[config.mk]
export PLATFORM = sky130hd
export DESIGN_NAME = q_out_pack8_flat
export DESIGN_NICKNAME = d
export VERILOG_FILES = /design/src/rtl/npu_pkg.sv /design/src/rtl/q_out_pack8_if.sv /design/src/rtl/npu_sync_fifo.sv /design/src/rtl/q_out_pack8.sv /design/src/flat_wrapper.sv
export SDC_FILE = /design/constraint.sdc
export NUM_CORES = 1
export LEC_CHECK = 0
export BUFFER_PORTS_ARGS = -buffer_cell sky130_fd_sc_hd__buf_4
export CAP_MARGIN = 10
export CORE_ASPECT_RATIO = 1.75
export CORE_MARGIN = 1
export CORE_UTILIZATION = 30
export CTS_BUF_LIST = sky130_fd_sc_hd__clkbuf_4 sky130_fd_sc_hd__clkbuf_8 sky130_fd_sc_hd__clkbuf_16
export DETAILED_ROUTE_END_ITERATION = 8
export HOLD_SLACK_MARGIN = 0.03
export PLACE_DENSITY_LB_ADDON = 0.12
export SKIP_LAST_GASP = 1
export SLEW_MARGIN = 30
export SYNTH_ARGS = -nofsm -noshare
export SYNTH_HDL_FRONTEND = slang
export SYNTH_SLANG_ARGS = --single-unit
[constraint.sdc]
create_clock -name CLK -period 3.13 [get_ports CLK]
set_input_delay 0.7825 -clock CLK [delete_from_list [all_inputs] [get_ports CLK]]
set_output_delay 0.7825 -clock CLK [all_outputs]
set_load 0.02 [all_outputs]
[src/rtl/npu_pkg.sv]
// -----------------------------------------------------------------------------
// npu_pkg
// Shared types and constants for the quantized-output packing path.
//   state_t      : packer job FSM states
//   pack_word_t  : {byte enables, packed 32-bit word} carried through the FIFO
//   lane_be()    : byte-enable mask for a word whose last filled lane is 'lane'
// -----------------------------------------------------------------------------
package npu_pkg;

   localparam int unsigned WORD_W = 32;
   localparam int unsigned BYTE_W = 8;
   localparam int unsigned LANES  = 4;
   localparam int unsigned LANE_W = 2;

   typedef enum logic [1:0] {
      ST_IDLE  = 2'd0,
      ST_RUN   = 2'd1,
      ST_DRAIN = 2'd2,
      ST_FIN   = 2'd3
   } state_t;

   typedef struct packed {
      logic [LANES-1:0]  be;
      logic [WORD_W-1:0] data;
   } pack_word_t;

   // Lanes 0..lane are valid; lanes above hold zero.
   function automatic logic [LANES-1:0] lane_be(input logic [LANE_W-1:0] lane);
      lane_be = 4'b1111;
      case (lane)
         2'd0:    lane_be = 4'b0001;
         2'd1:    lane_be = 4'b0011;
         2'd2:    lane_be = 4'b0111;
         default: lane_be = 4'b1111;
      endcase
   endfunction

endpackage

[src/rtl/q_out_pack8_if.sv]
// -----------------------------------------------------------------------------
// q_out_pack8_if
// Activation-SRAM word write port.
//   MEM_WE/MEM_ADDR/MEM_WDATA/MEM_BE : write request from the packer
//   MEM_READY                        : SRAM accepts the write this cycle
// master = packer side, slave = memory side.
// -----------------------------------------------------------------------------
interface q_out_pack8_if #(
   parameter int unsigned ADDR_W = 16
) ();

   logic              MEM_WE;
   logic [ADDR_W-1:0] MEM_ADDR;
   logic [31:0]       MEM_WDATA;
   logic [3:0]        MEM_BE;
   logic              MEM_READY;

   modport master (
      output MEM_WE, MEM_ADDR, MEM_WDATA, MEM_BE,
      input  MEM_READY
   );

   modport slave (
      input  MEM_WE, MEM_ADDR, MEM_WDATA, MEM_BE,
      output MEM_READY
   );

endinterface

[src/rtl/npu_sync_fifo.sv]
// -----------------------------------------------------------------------------
// npu_sync_fifo
// Single-clock FIFO; a push while full is accepted only if a pop happens in
// the same cycle (occupancy unchanged).
//   clk, rst_n    : clock, async active-low reset
//   i_push/i_data : write request and data
//   i_pop         : read request (ignored when empty)
//   o_data_c      : head entry (combinational from storage)
//   o_full_c      : no free entry
//   o_empty_c     : no valid entry
// -----------------------------------------------------------------------------
module npu_sync_fifo #(
   parameter int unsigned WIDTH = 36,
   parameter int unsigned DEPTH = 4
) (
   input  logic             clk,
   input  logic             rst_n,
   input  logic             i_push,
   input  logic [WIDTH-1:0] i_data,
   input  logic             i_pop,
   output logic [WIDTH-1:0] o_data_c,
   output logic             o_full_c,
   output logic             o_empty_c
);

   localparam int unsigned PTR_W = (DEPTH > 1) ? $clog2(DEPTH) : 1;
   localparam logic [PTR_W:0] FULL_CNT = (PTR_W+1)'(DEPTH);

   logic [WIDTH-1:0] r_mem [DEPTH];
   logic [PTR_W-1:0] r_wr;
   logic [PTR_W-1:0] r_rd;
   logic [PTR_W:0]   r_cnt;
   logic             w_do_push;
   logic             w_do_pop;

   assign o_empty_c = (r_cnt == '0);
   assign o_full_c  = (r_cnt == FULL_CNT);
   assign o_data_c  = r_mem[r_rd];
   assign w_do_pop  = i_pop && !o_empty_c;
   assign w_do_push = i_push && (!o_full_c || w_do_pop);

   // Storage needs no reset; the consumer gates the head with o_empty_c.
   always_ff @(posedge clk) begin
      if (w_do_push) r_mem[r_wr] <= i_data;
   end

   // Pointers wrap naturally because DEPTH is a power of two.
   always_ff @(posedge clk or negedge rst_n) begin
      if (!rst_n) begin
         r_wr  <= '0;
         r_rd  <= '0;
         r_cnt <= '0;
      end else begin
         if (w_do_push) r_wr <= r_wr + PTR_W'(1);
         if (w_do_pop)  r_rd <= r_rd + PTR_W'(1);
         if (w_do_push && !w_do_pop)      r_cnt <= r_cnt + (PTR_W+1)'(1);
         else if (!w_do_push && w_do_pop) r_cnt <= r_cnt - (PTR_W+1)'(1);
      end
   end

endmodule

[src/rtl/q_out_pack8.sv]
// -----------------------------------------------------------------------------
// q_out_pack8
// Packs an unstallable 8-bit result stream into little-endian 32-bit words and
// writes them to the activation SRAM at consecutive addresses from a base.
//   CLK, RESET_X           : clock, async active-low reset
//   START/BASE_ADDR/NUM_ELEM: job start pulse, first word address, byte count
//   INPUT_EN/D_IN          : result byte stream (no backpressure)
//   mem                    : SRAM write port (q_out_pack8_if.master)
//   BUSY/DONE/OVERFLOW     : job active, completion pulse, sticky word loss
// -----------------------------------------------------------------------------
module q_out_pack8
   import npu_pkg::*;
#(
   parameter int unsigned ADDR_W     = 16,
   parameter int unsigned FIFO_DEPTH = 4,
   parameter int unsigned CNT_W      = 16
) (
   input  logic               CLK,
   input  logic               RESET_X,
   input  logic               START,
   input  logic [ADDR_W-1:0]  BASE_ADDR,
   input  logic [CNT_W-1:0]   NUM_ELEM,
   input  logic               INPUT_EN,
   input  logic [BYTE_W-1:0]  D_IN,
   q_out_pack8_if.master      mem,
   output logic               BUSY,
   output logic               DONE,
   output logic               OVERFLOW
);

   state_t            r_state;
   state_t            w_state_nxt;
   logic [CNT_W-1:0]  r_num;
   logic [CNT_W-1:0]  r_cnt;
   logic [ADDR_W-1:0] r_addr;
   logic [LANE_W-1:0] r_lane;
   logic [WORD_W-1:0] r_pack;
   logic              r_busy;
   logic              r_done;
   logic              r_ovf;
   logic              w_start;
   logic              w_accept;
   logic              w_last;
   logic              w_push;
   logic              w_pop;
   logic              w_full;
   logic              w_empty;
   pack_word_t        w_push_word;
   pack_word_t        w_head;

   assign w_start  = START && (r_state == ST_IDLE);
   assign w_accept = INPUT_EN && (r_state == ST_RUN) && (r_cnt != r_num);
   assign w_last   = ((r_cnt + CNT_W'(1)) == r_num);
   // Word leaves the pack register in the same cycle its last byte arrives,
   // so it is at the FIFO head (MEM_WE) one cycle later.
   assign w_push   = w_accept && ((r_lane == LANE_W'(LANES-1)) || w_last);
   assign w_pop    = !w_empty && mem.MEM_READY;

   assign w_push_word.be   = lane_be(r_lane);
   assign w_push_word.data = r_pack | (WORD_W'(D_IN) << {r_lane, 3'b000});

   npu_sync_fifo #(
      .WIDTH ($bits(pack_word_t)),
      .DEPTH (FIFO_DEPTH)
   ) u_fifo (
      .clk       (CLK),
      .rst_n     (RESET_X),
      .i_push    (w_push),
      .i_data    (w_push_word),
      .i_pop     (w_pop),
      .o_data_c  (w_head),
      .o_full_c  (w_full),
      .o_empty_c (w_empty)
   );

   // Memory port: head of FIFO plus running address; zero when idle.
   assign mem.MEM_WE    = !w_empty;
   assign mem.MEM_ADDR  = r_addr;
   assign mem.MEM_WDATA = w_empty ? '0 : w_head.data;
   assign mem.MEM_BE    = w_empty ? '0 : w_head.be;

   assign BUSY     = r_busy;
   assign DONE     = r_done;
   assign OVERFLOW = r_ovf;

   // Job FSM: next-state logic.
   always_comb begin
      w_state_nxt = r_state;
      case (r_state)
         ST_IDLE:  if (START) w_state_nxt = (NUM_ELEM == '0) ? ST_FIN : ST_RUN;
         ST_RUN:   if (r_cnt == r_num) w_state_nxt = ST_DRAIN;
         ST_DRAIN: if (w_empty) w_state_nxt = ST_FIN;
         ST_FIN:   w_state_nxt = ST_IDLE;
         default:  w_state_nxt = ST_IDLE;
      endcase
   end

   // Job FSM: state register with registered BUSY/DONE decoded from next state.
   always_ff @(posedge CLK or negedge RESET_X) begin
      if (!RESET_X) begin
         r_state <= ST_IDLE;
         r_busy  <= 1'b0;
         r_done  <= 1'b0;
      end else begin
         r_state <= w_state_nxt;
         r_busy  <= (w_state_nxt == ST_RUN) || (w_state_nxt == ST_DRAIN);
         r_done  <= (w_state_nxt == ST_FIN);
      end
   end

   // Element/lane counters, pack register, address counter, overflow flag.
   always_ff @(posedge CLK or negedge RESET_X) begin
      if (!RESET_X) begin
         r_num  <= '0;
         r_cnt  <= '0;
         r_lane <= '0;
         r_pack <= '0;
         r_addr <= '0;
         r_ovf  <= 1'b0;
      end else begin
         if (w_start) begin
            r_num  <= NUM_ELEM;
            r_cnt  <= '0;
            r_lane <= '0;
            r_pack <= '0;
         end else if (w_accept) begin
            // Counter advances even if the word is dropped, so the job ends.
            r_cnt <= r_cnt + CNT_W'(1);
            if (w_push) begin
               r_lane <= '0;
               r_pack <= '0;
            end else begin
               r_lane <= r_lane + LANE_W'(1);
               r_pack <= w_push_word.data;
            end
         end

         if (w_start)     r_addr <= BASE_ADDR;
         else if (w_pop)  r_addr <= r_addr + ADDR_W'(1);

         if (w_start)                           r_ovf <= 1'b0;
         else if (w_push && w_full && !w_pop)   r_ovf <= 1'b1;
      end
   end

endmodule

[src/flat_wrapper.sv]
// flat-port wrapper written by rule: the top's interface ports become plain ports
module q_out_pack8_flat import npu_pkg::*;
#(
   parameter int unsigned ADDR_W     = 16,
   parameter int unsigned FIFO_DEPTH = 4,
   parameter int unsigned CNT_W      = 16
)
  (CLK, RESET_X, START, BASE_ADDR, NUM_ELEM, INPUT_EN, D_IN, BUSY, DONE, OVERFLOW, mem_MEM_WE, mem_MEM_ADDR, mem_MEM_WDATA, mem_MEM_BE, mem_MEM_READY);
  q_out_pack8_if #(.ADDR_W(ADDR_W)) mem_i ();
  input  logic CLK;
  input  logic RESET_X;
  input  logic START;
  input  logic [ADDR_W-1:0] BASE_ADDR;
  input  logic [CNT_W-1:0] NUM_ELEM;
  input  logic INPUT_EN;
  input  logic [BYTE_W-1:0] D_IN;
  output logic BUSY;
  output logic DONE;
  output logic OVERFLOW;
  output wire logic [$bits(mem_i.MEM_WE)-1:0] mem_MEM_WE;
  output wire logic [$bits(mem_i.MEM_ADDR)-1:0] mem_MEM_ADDR;
  output wire logic [$bits(mem_i.MEM_WDATA)-1:0] mem_MEM_WDATA;
  output wire logic [$bits(mem_i.MEM_BE)-1:0] mem_MEM_BE;
  input wire logic [$bits(mem_i.MEM_READY)-1:0] mem_MEM_READY;
  assign mem_MEM_WE = mem_i.MEM_WE;
  assign mem_MEM_ADDR = mem_i.MEM_ADDR;
  assign mem_MEM_WDATA = mem_i.MEM_WDATA;
  assign mem_MEM_BE = mem_i.MEM_BE;
  assign mem_i.MEM_READY = mem_MEM_READY;
  q_out_pack8 #(.ADDR_W(ADDR_W), .FIFO_DEPTH(FIFO_DEPTH), .CNT_W(CNT_W)) u_core (.CLK(CLK), .RESET_X(RESET_X), .START(START), .BASE_ADDR(BASE_ADDR), .NUM_ELEM(NUM_ELEM), .INPUT_EN(INPUT_EN), .D_IN(D_IN), .mem(mem_i), .BUSY(BUSY), .DONE(DONE), .OVERFLOW(OVERFLOW));
endmodule
==> impl_metrics.json, run 1 <==
{
  "vdd_drop_max_mv": 0.4541,
  "layout_common_cells": "buf_4, edfxtp_1, nand2_1, dfrtp_1, o21ai_0",
  "nets": 991,
  "routed_wl_um": 25840,
  "rows": 89,
  "netlist_instances": 778,
  "overflow": 0,
  "yosys_warnings": 0,
  "initial_utilization": 0.3068,
  "grt_pass1_vias": 7096,
  "cpMaxStageDelayCell": "o311ai_1",
  "status": "completed",
  "clk-insertion-delay-late_ns": 0.52,
  "synth_cell_types": 59,
  "yosys_register_bits": 234,
  "cts-root-buf": "clkbuf_16",
  "ys.flop_type": "edfxtp_1",
  "setup_slack_ns": 0.09222,
  "cp_common_cell": "xor2_1",
  "synth-edff-count": 140,
  "num_vias": 6591,
  "r2r-start": "u_core.r_cnt[6]",
  "reg2reg_to": "u_core.u_fifo.r_cnt[2]",
  "hold_class": "in -> async",
  "min_period_ns": 3.038,
  "async_flop_share": 0.4017,
  "io_pins": 101,
  "final_common_cell": "buf_4",
  "crit_chain": "nand4_1 > buf_4 > or2_2 > o311ai_1 > o2111ai_4 > a21oi_4 > ha_4 > inv_1 > fa_2 > xor2_1 > nor2_1 > xor2_1",
  "fmaxAchievable_ghz": 0.3292,
  "drv_slew": 0,
  "gp_congestion": 0.8175,
  "arrival_ns": 3.49,
  "utilization": 0.3916,
  "leakage_nw": 5.169,
  "postRouteAntennaNets": 0,
  "drc": 0,
  "clk_pin_slew_ns": 0.06,
  "period_share": 0.9705,
  "dieArea_mm2": 0.03540,
  "portBuffers": 100,
  "dp_slack_ns": -0.1026,
  "cp_top_family": "compound AO/OA/AOI/OAI gates",
  "routed_via_density": 4.688,
  "cp_slowest_stage_delay_ns": 0.44,
  "h-tree-depth": 1,
  "synthesis.nets": 836,
  "synthToLayoutAreaGrowth_pct": 27.61,
  "drv_cap": 0,
  "crit_buf_inv": 2,
  "hpwl_um": 17990,
  "netlist_area_mm2": 0.01039,
  "reg2reg_slack_ns": 0.09,
  "p_per_area_mw_per_mm2": 927.4,
  "syn_area_per_cell_um2": 13.35,
  "maxSlewHeadroom": 0.4858,
  "grt_use_total": 0.1534,
  "total_power_mw": 12.29,
  "cts_tree": "built",
  "coreArea_mm2": 0.03385,
  "worstMarginPinSlew_ns": 0.7684,
  "reg2reg_depth": 12,
  "avgRoutedWirePerCell_um": 18.38,
  "antenna_found_initial": 0,
  "setup_viol": 0,
  "grt_pass1_wl_um": 40910,
  "worstSetupStartpointType": "flop",
  "die_height_um": 248.2,
  "skew_ns": 0.01164,
  "dieWidth_um": 142.7,
  "cts_hold_repair.buffers": 0,
  "crit_path_end_kind": "flop",
  "finalHoldViolCount": 0,
  "critPathKind": "reg -> reg",
  "cts_max_path_buffers": 3,
  "cts.sinks": 234,
  "cts_made_buffers": 24,
  "yosysSeqAreaShare": 0.6312,
  "firstDrtPassIters": 4,
  "n_antenna_cell": 0,
  "grt_max_degree": 48,
  "rsz0062_at_grt": "true",
  "cp_max_fo": 4,
  "worstPathRequired_ns": 3.58,
  "drive_gt1_frac": 0.3102,
  "drt_iter0_drc": 269
}
[through the flow]
stage	std cells	hold WS [ns]	TNS [ns]	area, um^2
global placement	1357	0.4627	-0.2251	12270
global route	1406	0.3131	-0.008621	13260
finish	1406	0.2685	0	13260
CTS	1401	0.2781	-0.06144	13110
detailed placement	1357	0.4719	-0.1487	12270
floorplan	778	0.4506	0	10390
[worst reg2reg max path, stage by stage (launching register included)]
cell       delay, ns
dfrtp_1         0.40
nand4_1         0.20
buf_4           0.20
or2_2           0.33
o311ai_1        0.44
o2111ai_4       0.26
a21oi_4         0.20
ha_4            0.15
inv_1           0.05
fa_2            0.33
xor2_1          0.14
nor2_1          0.13
xor2_1          0.15
[kinds of logic after synthesis]
group	share of synthesized area
muxes	0.09528
xor gates and xnor gates	0.04806
adders and majority gates	0.01638
DFF	0.6312
buffers and inverters	0.02554
AOI/OAI and AO/OA	0.07444
and+or+nand+nor	0.1091
[registers in the layout, indices dropped and copies added (netlist names)]
signal and count:
u_core.r_num 16, u_core.OVERFLOW 1, u_core.BUSY 1, u_core.u_fifo.r_wr 2, u_core.u_fifo.r_mem 140, u_core.r_pack 32
u_core.DONE 1, u_core.r_state 2, u_core.u_fifo.r_cnt 3, u_core.mem.MEM_ADDR 16, u_core.u_fifo.r_rd 2, u_core.r_lane 2
u_core.r_cnt 16
[synth_stat cells, drive strengths merged, types with 7 or more instances]
library cell	count	area (um^2)
a21o	25	187.7
a21oi	12	71.32
and2	40	250.2
buf	17	83.83
clkbuf	24	91.33
dfrtp	94	2352
edfxtp	140	4204
ha	12	150.1
inv	24	90.09
mux2	17	191.4
mux4	35	788.3
nand2	105	394.1
nand3	10	50.05
nand4	9	71.32
nor2	34	130.1
nor3	7	35.03
o21ai	60	300.3
xnor2	34	297.8
xor2	23	201.4
[metal layers]
| layer | vias up | wire (um) | share of wire | track usage |
|---|---|---|---|---|
| met2 | 148 | 14620 | 0.57 | 0.3007 |
| met4 | 0 | 660 | 0.026 | 0.05534 |
| met3 | 38 | 943 | 0.036 | 0.01884 |
| met5 | - | 0 | 0 | 0 |
| met1 | 3289 | 9621 | 0.37 | 0.1654 |
| li1 | 3116 | - | - | - |
[layout make-up]
cell class | count | area, um^2
fillers | 3300 | 20600
well taps | 455 | 569.3
clock inverters | 9 | 96.34
flip-flops and latches | 234 | 6565
clock buffers | 35 | 713.2
inverters | 24 | 90.09
multi-input cells | 479 | 3707
repair buffers | 170 | 1514
[worst max-delay path by stage]
stage | to | slack (ns) | cells after the start | from
after floorplan | u_core.u_fifo.r_cnt[2] | 0.04 | 14 | u_core.r_cnt[1]
after global placement | u_core.u_fifo.r_cnt[2] | -0.14 | 13 | u_core.r_cnt[2]
after detailed placement | u_core.u_fifo.r_cnt[2] | -0.10 | 13 | u_core.r_cnt[2]
after CTS | u_core.u_fifo.r_cnt[2] | -0.06 | 13 | u_core.r_cnt[1]
after global routing | u_core.u_fifo.r_cnt[2] | -0.009 | 13 | u_core.r_cnt[1]
final | u_core.u_fifo.r_cnt[2] | 0.09 | 12 | u_core.r_cnt[6]
[what timing repair did]
item	4_1_cts	5_1_grt
gates cloned	0	0
setup endpoints to repair	9	68
resized for setup	9	21
buffers inserted	0	5
pin swaps	1	10
[report_power, final]
group          internal [mW]  total (mW)  switching, mW
combinational           2.17        4.66           2.49
clock                   1.75        2.92           1.17
sequential              4.18        4.71          0.527
total                   8.10        12.3           4.19
(Power assumes the default switching activity.)
==> run 2, diff against run 1 <==
- CTS_BUF_LIST: sky130_fd_sc_hd__clkbuf_4 sky130_fd_sc_hd__clkbuf_8 sky130_fd_sc_hd__clkbuf_16 -> not set
==> run 2 against run 1 <==
Largest power group unchanged. First-iteration DRC count rose by 17%. Clock power fell by 2%. Sequential share of layout area rose by 0.29 points. Die area did not move. Cell count fell by 0.14%. Core utilization fell by 0.24 points. Power fell by 0.92%. Non-clock buffer count fell by 2. Critical path type is now reg -> out. Worst hold slack got worse by 0.0032 ns. Largest cell class unchanged.
==> impl_metrics.json, run 2 (synthesis gave the netlist of run 1 again) <==
{
  "h-tree-depth": 1,
  "p_int_mw": 8.006,
  "critPathKind": "reg -> out",
  "rows": 89,
  "worstSetupStartpointType": "flop",
  "clk-insertion-delay-late_ns": 0.52,
  "initial_utilization": 0.3068,
  "fmaxAchievable_ghz": 0.3307,
  "arrival_ns": 2.24,
  "gp_congestion": 0.8175,
  "leakage_nw": 5.122,
  "vdd_drop_max_mv": 0.4603,
  "total_power_mw": 12.18,
  "finalHoldViolCount": 0,
  "largest_reg_flops": 140,
  "cp_max_fo": 12,
  "cts_tree": "built",
  "drive_gt1_frac": 0.2961,
  "firstDrtPassIters": 4,
  "rsz0062_at_grt": "true",
  "p_per_area_mw_per_mm2": 924.6,
  "overflow": 0,
  "cts_made_buffers": 24,
  "grt_pass1_wl_um": 40880,
  "drt_iter0_drc": 316,
  "clk_pin_slew_ns": 0.06,
  "top_regs": "u_core.u_fifo.r_mem: 140 flops, u_core.r_pack: 32 flops",
  "cts-root-buf": "clkbuf_16",
  "synthToLayoutAreaGrowth_pct": 26.83,
  "antenna_found_initial": 0,
  "nets": 989,
  "hpwl_um": 17990,
  "drv_slew": 0,
  "worstMarginPinSlew_ns": 0.7636,
  "p_seq_frac": 0.386,
  "crit_path_end_kind": "primary output",
  "grt_use_total": 0.1534,
  "drv_cap": 0,
  "avgRoutedWirePerCell_um": 18.32,
  "portBuffers": 100,
  "place_area_mm2": 0.01227,
  "cts_hold_repair.buffers": 0,
  "cts.sinks": 234,
  "grt_pass1_vias": 7100,
  "nFillCells": 3304,
  "power_frac_clock": 0.235,
  "layout_common_cells": "buf_4, edfxtp_1, nand2_1, dfrtp_1, o21ai_0",
  "worstPathRequired_ns": 2.35,
  "power_switching_mw": 4.174,
  "hold_class": "in -> async",
  "dieArea_mm2": 0.03540,
  "combPwrFrac": 0.380,
  "final_common_cell": "buf_4",
  "min_period_ns": 3.024,
  "largest-register": "u_core.u_fifo.r_mem",
  "final_cell_area_mm2": 0.01317,
  "swShare": 0.3427,
  "drc": 0,
  "num_vias": 6554,
  "setup_viol": 0,
  "cts_max_path_buffers": 3,
  "coreArea_mm2": 0.03385,
  "maxSlewHeadroom": 0.4890,
  "skew_ns": 0.01104,
  "postRouteAntennaNets": 0,
  "die_height_um": 248.2,
  "period_share": 0.9660,
  "routed_via_density": 4.668,
  "status": "completed",
  "dieWidth_um": 142.7,
  "grt_max_degree": 48,
  "n_antenna_cell": 0,
  "io_pins": 101,
  "routed_wl_um": 25730
}
-- run 2: power groups by stage --
stage	registers, mW	logic, mW	clock network, mW
final	4.70	4.63	2.86
after global routing	4.80	5.11	3.07
after CTS	4.70	4.71	2.97
after detailed placement	4.74	4.68	0
after global placement	4.73	4.65	0
after floorplan	4.69	2.79	0
-- run 2: routing by layer --
metal  track usage  share of wire  up-vias
met4       0.05534          0.026        0
met2        0.3006           0.56      155
met1        0.1654           0.37     3249
met5             0              0        -
li1              -              -     3112
met3       0.01884          0.039       38
-- run 2: metrics by stage --
step / instances / TNS, ns / utilization / hold WS (ns) / setup slack, ns
global route: 1404 / -0.06018 / 0.3892 / 0.3131 / -0.03514
global placement: 1357 / -0.2251 / 0.3624 / 0.4627 / -0.1447
detailed placement: 1357 / -0.1487 / 0.3624 / 0.4719 / -0.1026
floorplan: 778 / 0 / - / 0.4506 / 0.04021
finish: 1404 / 0 / 0.3892 / 0.2653 / 0.1064
CTS: 1401 / -0.06144 / 0.3865 / 0.2777 / -0.06144
-- run 2: cell type report --
class                      count  area [um^2]  area share
clock buffer                  35        683.2     0.05186
clock inverter                 9        96.34    0.007313
timing repair buffer         168         1499      0.1138
inverter                      24        90.09    0.006838
multi-input combinational    479         3674      0.2788
sequential                   234         6563      0.4981
tap                          455        569.3     0.04321
-- run 2: timing repair --
item	in CTS	in global routing
buffers inserted	0	3
resized for setup	9	12
setup endpoints to repair	9	68
pin swaps	1	4
-- run 2: path summary, 6_finish.rpt --
path	slack, ns	end	cells past startpoint	from
min in group CLK	0.46	u_core.mem.MEM_ADDR[7]	3	BASE_ADDR[7]
max reg2reg	0.12	u_core.u_fifo.r_cnt[2]	13	u_core.r_cnt[0]
min	0.27	u_core.r_cnt[7]	1	RESET_X
max	0.11	mem_MEM_WDATA[8]	4	u_core.u_fifo.r_rd[0]
max in group asynchronous	2.25	u_core.u_fifo.r_rd[0]	2	RESET_X
min reg2reg	0.48	u_core.r_pack[8]	2	u_core.r_pack[8]
-- run 2: worst max-delay path, stage by stage, from the launching register on --
cell     delay, ns
dfrtp_4       0.58
buf_12        0.21
mux4_2        0.58
and2_1        0.18
buf_4         0.15
